### src/rtl/ad7476a_sample_averager_pkg.sv
// Shared definitions for the AD7476A sample averager: sample width and FSM states.
package ad7476a_sample_averager_pkg;

    // Width of one AD7476A conversion result; the SPI interface uses the same value.
    localparam int ADC_SAMPLE_WIDTH = 12;
    localparam int MAX_LOG2_AVG     = 8;

    typedef enum logic [1:0] {
        ST_IDLE = 2'd0,
        ST_REQ  = 2'd1,
        ST_BUSY = 2'd2
    } state_t;

endpackage

### src/rtl/ad7476a_sample_averager_rate_ticker.sv
// Reloadable down-counter producing a one-cycle tick every PERIOD enabled clocks.
module rate_ticker #(
    parameter int PERIOD = 100
) (
    input  logic clk_i,
    input  logic rst_i,
    input  logic enable_i,
    output logic tick_o
);

    localparam int CW = (PERIOD > 1) ? $clog2(PERIOD) : 1;
    localparam logic [CW-1:0] RELOAD = CW'(PERIOD - 1);

    logic [CW-1:0] cnt_q, cnt_d;

    // Holding at RELOAD while disabled makes the first tick land PERIOD cycles after enable.
    always_comb begin
        tick_o = 1'b0;
        cnt_d  = cnt_q;
        if (!enable_i) begin
            cnt_d = RELOAD;
        end else if (cnt_q == '0) begin
            tick_o = 1'b1;
            cnt_d  = RELOAD;
        end else begin
            cnt_d = cnt_q - 1'b1;
        end
    end

    always_ff @(posedge clk_i) begin
        if (rst_i) cnt_q <= RELOAD;
        else       cnt_q <= cnt_d;
    end

endmodule

### src/rtl/ad7476a_sample_averager.sv
// Requests AD7476A conversions at a fixed rate and boxcar-averages 2**LOG2_AVG samples per device,
// presenting rounded results on a valid/ready port with sticky late/drop flags.
module ad7476a_sample_averager
    import ad7476a_sample_averager_pkg::*;
#(
    parameter int CLK_FREQ_HZ    = 100000000,
    parameter int SAMPLE_RATE_HZ = 1000000,
    parameter int NUM_DEVICES    = 1,
    parameter int LOG2_AVG       = 2
) (
    input  logic                                  clk_i,
    input  logic                                  rst_i,
    input  logic                                  enable_i,
    output logic                                  request_o,
    input  logic [ADC_SAMPLE_WIDTH*NUM_DEVICES-1:0] sample_i,
    input  logic                                  sample_valid_i,
    output logic [ADC_SAMPLE_WIDTH*NUM_DEVICES-1:0] avg_o,
    output logic                                  avg_valid_o,
    input  logic                                  avg_ready_i,
    output logic                                  late_o,
    output logic                                  drop_o,
    input  logic                                  clear_flags_i
);

    localparam int SW     = ADC_SAMPLE_WIDTH;
    localparam int PERIOD = CLK_FREQ_HZ / SAMPLE_RATE_HZ;
    localparam int ACC_W  = SW + LOG2_AVG;
    localparam int RND_W  = SW + 1 + LOG2_AVG;
    localparam int CNT_W  = (LOG2_AVG > 0) ? LOG2_AVG : 1;
    localparam logic [CNT_W-1:0] CNT_LAST = CNT_W'((1 << LOG2_AVG) - 1);
    localparam logic [RND_W-1:0] RND_HALF = RND_W'((1 << LOG2_AVG) >> 1);

    generate
        if (SAMPLE_RATE_HZ > CLK_FREQ_HZ || PERIOD < 2 || NUM_DEVICES <= 0 ||
            LOG2_AVG < 0 || LOG2_AVG > MAX_LOG2_AVG) begin : g_bad_params
            $error("ad7476a_sample_averager: illegal parameter combination");
        end
    endgenerate

    logic tick;

    rate_ticker #(
        .PERIOD (PERIOD)
    ) u_ticker (
        .clk_i    (clk_i),
        .rst_i    (rst_i),
        .enable_i (enable_i),
        .tick_o   (tick)
    );

    state_t state_q, state_d;
    logic   accept, late_set, drop_set, done, last;

    // A tick in BUSY re-issues the request; a coincident sample still counts as on time.
    always_comb begin
        state_d   = state_q;
        request_o = 1'b0;
        accept    = 1'b0;
        late_set  = 1'b0;
        case (state_q)
            ST_IDLE: if (tick) state_d = ST_REQ;
            ST_REQ: begin
                request_o = 1'b1;
                state_d   = ST_BUSY;
            end
            ST_BUSY: begin
                if (sample_valid_i) begin
                    accept  = 1'b1;
                    state_d = tick ? ST_REQ : ST_IDLE;
                end else if (tick) begin
                    late_set = 1'b1;
                    state_d  = ST_REQ;
                end
            end
            default: state_d = ST_IDLE;
        endcase
    end

    logic [CNT_W-1:0] cnt_q, cnt_d;

    assign last  = (cnt_q == CNT_LAST);
    assign done  = accept && last;
    assign cnt_d = !accept ? cnt_q : (last ? '0 : cnt_q + 1'b1);

    logic [NUM_DEVICES-1:0][ACC_W-1:0] acc_q, acc_d;
    logic [SW*NUM_DEVICES-1:0]         result;

    genvar g;
    generate
        for (g = 0; g < NUM_DEVICES; g++) begin : g_acc
            logic [ACC_W-1:0] sum;
            logic [RND_W-1:0] rounded;
            // One extra bit so the rounding offset never wraps before the shift.
            assign sum     = acc_q[g] + ACC_W'(sample_i[g*SW +: SW]);
            assign rounded = ({1'b0, sum} + RND_HALF) >> LOG2_AVG;
            assign result[g*SW +: SW] = rounded[SW-1:0];
            assign acc_d[g] = !accept ? acc_q[g] : (last ? '0 : sum);
        end
    endgenerate

    logic [SW*NUM_DEVICES-1:0] avg_q, avg_d;
    logic                      valid_q, valid_d;
    logic                      late_q, late_d, drop_q, drop_d;

    // A consume and a new result in the same cycle hand over without a bubble.
    always_comb begin
        avg_d    = avg_q;
        valid_d  = valid_q;
        drop_set = 1'b0;
        if (valid_q && avg_ready_i) valid_d = 1'b0;
        if (done) begin
            if (!valid_q || avg_ready_i) begin
                avg_d   = result;
                valid_d = 1'b1;
            end else begin
                drop_set = 1'b1;
            end
        end
    end

    assign late_d = (late_q && !clear_flags_i) || late_set;
    assign drop_d = (drop_q && !clear_flags_i) || drop_set;

    always_ff @(posedge clk_i) begin
        if (rst_i) begin
            state_q <= ST_IDLE;
            cnt_q   <= '0;
            acc_q   <= '0;
            avg_q   <= '0;
            valid_q <= 1'b0;
            late_q  <= 1'b0;
            drop_q  <= 1'b0;
        end else begin
            state_q <= state_d;
            cnt_q   <= cnt_d;
            acc_q   <= acc_d;
            avg_q   <= avg_d;
            valid_q <= valid_d;
            late_q  <= late_d;
            drop_q  <= drop_d;
        end
    end

    assign avg_o       = avg_q;
    assign avg_valid_o = valid_q;
    assign late_o      = late_q;
    assign drop_o      = drop_q;

endmodule

### config.mk
export PLATFORM = sky130hd
export DESIGN_NAME = ad7476a_sample_averager
export DESIGN_NICKNAME = d
export VERILOG_FILES = /design/src/rtl/ad7476a_sample_averager_pkg.sv /design/src/rtl/ad7476a_sample_averager_rate_ticker.sv /design/src/rtl/ad7476a_sample_averager.sv
export SDC_FILE = /design/constraint.sdc
export NUM_CORES = 1
export LEC_CHECK = 0
export CAP_MARGIN = 20
export CORE_ASPECT_RATIO = 2
export CORE_MARGIN = 2
export CORE_UTILIZATION = 55
export CTS_CLUSTER_SIZE = 8
export DETAILED_ROUTE_END_ITERATION = 10
export PLACE_DENSITY = 0.8
export SKIP_LAST_GASP = 1
export SYNTH_ARGS = -nofsm -noshare
export SYNTH_HDL_FRONTEND = slang
export SYNTH_SLANG_ARGS = --single-unit
### constraint.sdc
create_clock -name clk_i -period 4.5 [get_ports clk_i]
set_input_delay 1.35 -clock clk_i [delete_from_list [all_inputs] [get_ports clk_i]]
set_output_delay 1.35 -clock clk_i [all_outputs]
set_load 0.005 [all_outputs]
Yosys cells after proc, flatten, opt, wreduce, memory -nomap -nowiden:

Index checks and enable logic that the tools add are counted.
W data, S select, Z words.

* add/sub/neg operators: 4
* equal/unequal tests: 3
* mux-type cells: 19
* bitwise gates (word level): 1
* reductions and logical operators: 13

Operators with widths (count)
* $add A14 B12 Y14: 1
* $add A14 B2 Y14 const B: 1
* $mux W1: 14
* $mux W14: 1
* $logic_not A7 Y1: 1
* $sub A7 B1 Y7 const B: 1
* $mux W2: 3
* $pmux W2 S3: 1
* $eq A2 B2 Y1 const B: 2
* $logic_and A1 B1 Y1: 4
* $logic_or A1 B1 Y1: 3
* $reduce_or A3 Y1: 1
* $add A2 B1 Y2 const B: 1
* $eq A2 B1 Y1 const B: 1
* $logic_not A1 Y1: 2
* $logic_not A2 Y1: 1
* $reduce_and A2 Y1: 1
* $not A1 Y1: 1

* bits in registers: 40
* input port bits: 18
* output and inout port bits: 16
* logic and storage cells: 48

Longest topological paths before layout:

* word-level depth: 7
* gate-level depth with buffers: 9
* mapped depth without buffers: 9

Modules after synthesis:

From an unflattened synthesis, not the netlist that was laid out.

* cells, all modules: 297
* area total of the unflattened synthesis: 2531.2 sq um

By module, submodules not included
* ad7476a_sample_averager: instances 1, cells each 262, area an instance 2204.6 sq um, seq. area each 660.6 sq um
* rate_ticker: instances 1, cells each 35, area an instance 326.6 sq um, seq. area each 140.1 sq um

Worst setup path after synthesis:

No wires, ideal clock.

* kind: input to register
* start point: input port sample_i[0]
* end point: register avg_q[10] (netlist: avg_o[10])
* setup time: 120 ps
* data arrival time: 3510 ps
* data required time: 4380 ps
* slack: 870 ps
* stages on the path: 9
* path buffers: 0
* path through: ha_1 -> fa_1 -> a211oi_2 -> nor2_1 -> o211a_1 -> o21a_1 -> nor4b_4 -> a211oi_1 -> a211o_1

* longest elaborated chain between the ends: 2

RTL lines
* from (decl): line ad7476a_sample_averager.sv:15 `input logic [ADC_SAMPLE_WIDTH*NUM_DEVICES-1:0] sample_i,`
* $add A14 B12 Y14: line ad7476a_sample_averager.sv:94 `assign sum = acc_q[g] + ACC_W'(sample_i[g*SW +: SW]);`
* $add A14 B2 Y14: line ad7476a_sample_averager.sv:95 `assign rounded = ({1'b0, sum} + RND_HALF) >> LOG2_AVG;`
* to (signal assigned): line ad7476a_sample_averager.sv:137 `avg_q <= avg_d;`
* to (decl): line ad7476a_sample_averager.sv:101 `logic [SW*NUM_DEVICES-1:0] avg_q, avg_d;`

No other way between the ends.
A chain may end at the register's enable or synchronous reset.

Worst setup path in the final report:

* start point: input port sample_i[0]
* end point: register avg_q[11] (netlist: avg_o[11])

The elaborated chain is that of the path after synthesis.

==> results.sh <==
export IMPL_critical_path_class="input pin to register"
export IMPL_antenna_violations_before_repair=0
export IMPL_run_status="completed"
export IMPL_netlist_cell_type_count=59
export IMPL_fin_util=0.676
export IMPL_period_share=0.895
export IMPL_timing_max_transition_violations_final=0
export IMPL_drtAntennaViolNets=0
export IMPL_critPathMaxFanout=4
export IMPL_regArea_um2=801
export IMPL_finalNonFillerCells=381
export IMPL_cts_clk_slew_worst_paths_ps=70
export IMPL_worst_pin_slew_ps=746
export IMPL_cp_cell_sequence="clkdlybuf4s50_1 > ha_1 > fa_1 > a211oi_2 > nor2_1 > o211a_1 > o21a_1 > nor4b_4 > a31oi_1 > o31ai_1"
export IMPL_synth_top_cell_area_share=0.325
export IMPL_sw_share=0.244
export IMPL_dr_wl_met2_um=3170
export IMPL_areaGrowthSynthToFinish_pct=19.1
export IMPL_drt_vias_per_instance=5.92
export IMPL_dr_max_layer_used="met4"
export IMPL_pwr_share_seq=0.542
export IMPL_floorplan_die_width_um=51.3
export IMPL_drv_max_cap_violation_count=0
export IMPL_cellLeakagePower_nw=1.15
export IMPL_gr_total_overflow=0
export IMPL_postCtsSetupBuffers=0
export IMPL_number_of_buffers_on_the_longest_clock_path=2
export IMPL_slew_headroom=0.501
export IMPL_post_synth_top_count_cell="sky130_fd_sc_hd__nor2_1"
export IMPL_cts_root_buf="sky130_fd_sc_hd__clkbuf_8"
export IMPL_power_switching_w=0.000160
export IMPL_vias_in_the_first_global_route=2299
export IMPL_met3_length_um=160
export IMPL_final_nets=362
export IMPL_sum_neg_setup_slack_ps=0
export IMPL_p_per_area_nw_per_um2=223
export IMPL_io_pins=34
export IMPL_wl_um=5670
export IMPL_postCtsResizedCells=0
export IMPL_place_hpwl_um=4390
export IMPL_dp_cells=374
export IMPL_postSynth_topFlopCell="sky130_fd_sc_hd__dfxtp_1"
export IMPL_drt_iter0_drcs=53
export IMPL_die_h_um=98.7
export IMPL_asyncSetResetFlopFracSynth=0
export IMPL_setup_worst_path_end_class="register"
export IMPL_final_layout_size_suffix_gt1_frac=0.0887
export IMPL_synthesis_nets=328
export IMPL_share_of_power_burned_in_the_clock_network=0.344
export IMPL_vias=2256
export IMPL_syn_area_per_cell_um2=8.41
export IMPL_core_area_um2=4340
export IMPL_critical_path_slowest_cell="sky130_fd_sc_hd__fa_1"
export IMPL_route_detailed_wl_per_inst_um=14.9
export IMPL_count_of_input_and_output_buffers=33
export IMPL_setup_worst_path_start_class="input pin"
export IMPL_cpPeakStageDelay_ps=450
export IMPL_detail_route_first_pass_iterations=4
export IMPL_fin_worst_skew_ps=8.12
export IMPL_worstPathArrival_ps=4220
export IMPL_grt_total_usage=0.236
export IMPL_placementRows=34
export IMPL_starting_density=0.568
export IMPL_clock_latency_ps=290
export IMPL_multi_input_area_um2=1580
export IMPL_numCtsBuffers=5
export IMPL_htreeDepth=2
export IMPL_finalSetupViolCount=0
export IMPL_max_clock_freq_ghz=0.248
export IMPL_cts_hold_fix_bufs=0
export IMPL_grt_setup_unrepaired="false"
export IMPL_design_die_area_um2=5070
export IMPL_synth_area_leader_cell="sky130_fd_sc_hd__dfxtp_1"
export IMPL_tritoncts="built"
export IMPL_synth_register_bits=40
export IMPL_filler_cell_count=388
export IMPL_post_synth_most_frequent_cells="47 x sky130_fd_sc_hd__nor2_1, 40 x sky130_fd_sc_hd__dfxtp_1, 28 x sky130_fd_sc_hd__nand2_1"
export IMPL_synth_area_top_cells="sky130_fd_sc_hd__dfxtp_1 32%, sky130_fd_sc_hd__ha_1 8.1%, sky130_fd_sc_hd__nor2_1 7.2%, sky130_fd_sc_hd__nand2_1 4.3%, sky130_fd_sc_hd__xnor2_1 3.9%"
export IMPL_total_drc_errors_in_the_routed_layout=0
export IMPL_place_gp_congestion=0.771
export IMPL_portion_of_the_post_synthesis_area_used_by_sequential_elements=0.325
export IMPL_yosys_warnings=0
export IMPL_layout_min_cycle_time_ps=4030
export IMPL_synth_cells=293
export IMPL_wl_met1_um=2210
export IMPL_power_share_combinational=0.113
export IMPL_critPathRequiredTime_ps=4690
export IMPL_cts_sinks=40
export IMPL_ir_worst_vdd_mv=0.272
export IMPL_grt_first_pass_wirelength_um=9480
export IMPL_number_of_synthesized_flops_with_an_enable_pin=0
export IMPL_cellInternalPower_w=0.000495
export IMPL_grt_max_degree=23
export IMPL_hp_class="register to register"
export IMPL_synth_cell_area_um2=2460
export IMPL_timing_hold_violations_final=0
export IMPL_antenna_cells=0
## power groups by stage
stage	Combinational [W]	Clock (W)	Sequential, W
final	0.0000742	0.000226	0.000356
after global routing	0.0000811	0.000242	0.000356
after CTS	0.0000739	0.000231	0.000355
after detailed placement	0.0000733	0	0.000364
after global placement	0.0000724	0	0.000364
after floorplan	0.0000457	0	0.000364
## critical path, delay by kind of cell
kind / cells / cell delay (ps)
and+or+nand+nor: 2 / 460
adders and majority gates: 2 / 690
buffers and inverters: 1 / 400
AOI/OAI and AO/OA: 5 / 1320
## placed cells by master, fill, tap and decap left out, types with 6 or more instances in the layout
cell / instances
sky130_fd_sc_hd__a211oi_1: 9
sky130_fd_sc_hd__a21oi_1: 19
sky130_fd_sc_hd__a22oi_1: 9
sky130_fd_sc_hd__clkdlybuf4s50_1: 33
sky130_fd_sc_hd__dfxtp_1: 40
sky130_fd_sc_hd__ha_1: 16
sky130_fd_sc_hd__inv_1: 11
sky130_fd_sc_hd__nand2_1: 28
sky130_fd_sc_hd__nand3_1: 6
sky130_fd_sc_hd__nor2_1: 47
sky130_fd_sc_hd__xnor2_1: 11
sky130_fd_sc_hd__xor2_1: 9
## metal layers
| metal | track usage | vias to the layer above |
|---|---|---|
| li1 | - | 1133 |
| met1 | 0.245 | 1065 |
| met2 | 0.452 | 46 |
| met3 | 0.0348 | 12 |
| met4 | 0.0911 | 0 |
| met5 | 0 | - |
## metrics by stage
stage | cell area [um2] | hold WS, ps | power, W | worst slack, ps
finish | 2940 | 416 | 0.000655 | 471
global route | 2940 | 449 | 0.000678 | 331
CTS | 2940 | 424 | 0.000660 | 481
detailed placement | 2860 | 407 | 0.000437 | 198
global placement | 2860 | 400 | 0.000436 | 262
floorplan | 2460 | 385 | 0.000409 | 870
## state kept, by name, summed over array words and instances, names as in the netlist
| name | cells |
|---|---|
| avg_valid_o | 1 |
| u_ticker.cnt_q | 7 |
| cnt_q | 2 |
| state_q | 2 |
| late_o | 1 |
| drop_o | 1 |
| avg_o | 12 |
| acc_q | 14 |
## kinds of logic (layout without fill, tap and decap cells)
| kind of cell | after synthesis | after routing | share of synthesized area |
|---|---|---|---|
| AND/OR/NAND/NOR | 116 | 116 | 0.239 |
| adder cells (fa/ha/maj) | 17 | 17 | 0.0893 |
| XOR/XNOR | 20 | 20 | 0.0711 |
| flip-flops | 40 | 40 | 0.325 |
| AO/OA/AOI/OAI | 77 | 77 | 0.238 |
| buffers and inverters | 22 | 56 | 0.0340 |
| multiplexers | 1 | 1 | 0.00406 |
## final cells by class
type                            count  share of cell area
Clock buffer                        6              0.0247
Tap cell                           54              0.0230
Sequential cell                    40               0.273
Clock inverter                      1             0.00171
Timing Repair Buffer               38               0.125
Multi-Input combinational cell    231               0.538
Inverter                           11              0.0141
## final timing paths
kind                                                   start                           end  depth (start not counted)  slack [ps]
worst min register to register  u_ticker.cnt_q[0]$_SDFF_PP1_  u_ticker.cnt_q[0]$_SDFF_PP1_                          1         420
worst min-delay path            u_ticker.cnt_q[0]$_SDFF_PP1_  u_ticker.cnt_q[0]$_SDFF_PP1_                          1         420
worst max-delay path                             sample_i[0]        avg_o[11]$_SDFFE_PP0P_                         10         470
worst max register to register         acc_q[0]$_SDFFE_PP0P_        avg_o[11]$_SDFFE_PP0P_                          9        1630
No activity file was read; power rests on OpenSTA's default activity.
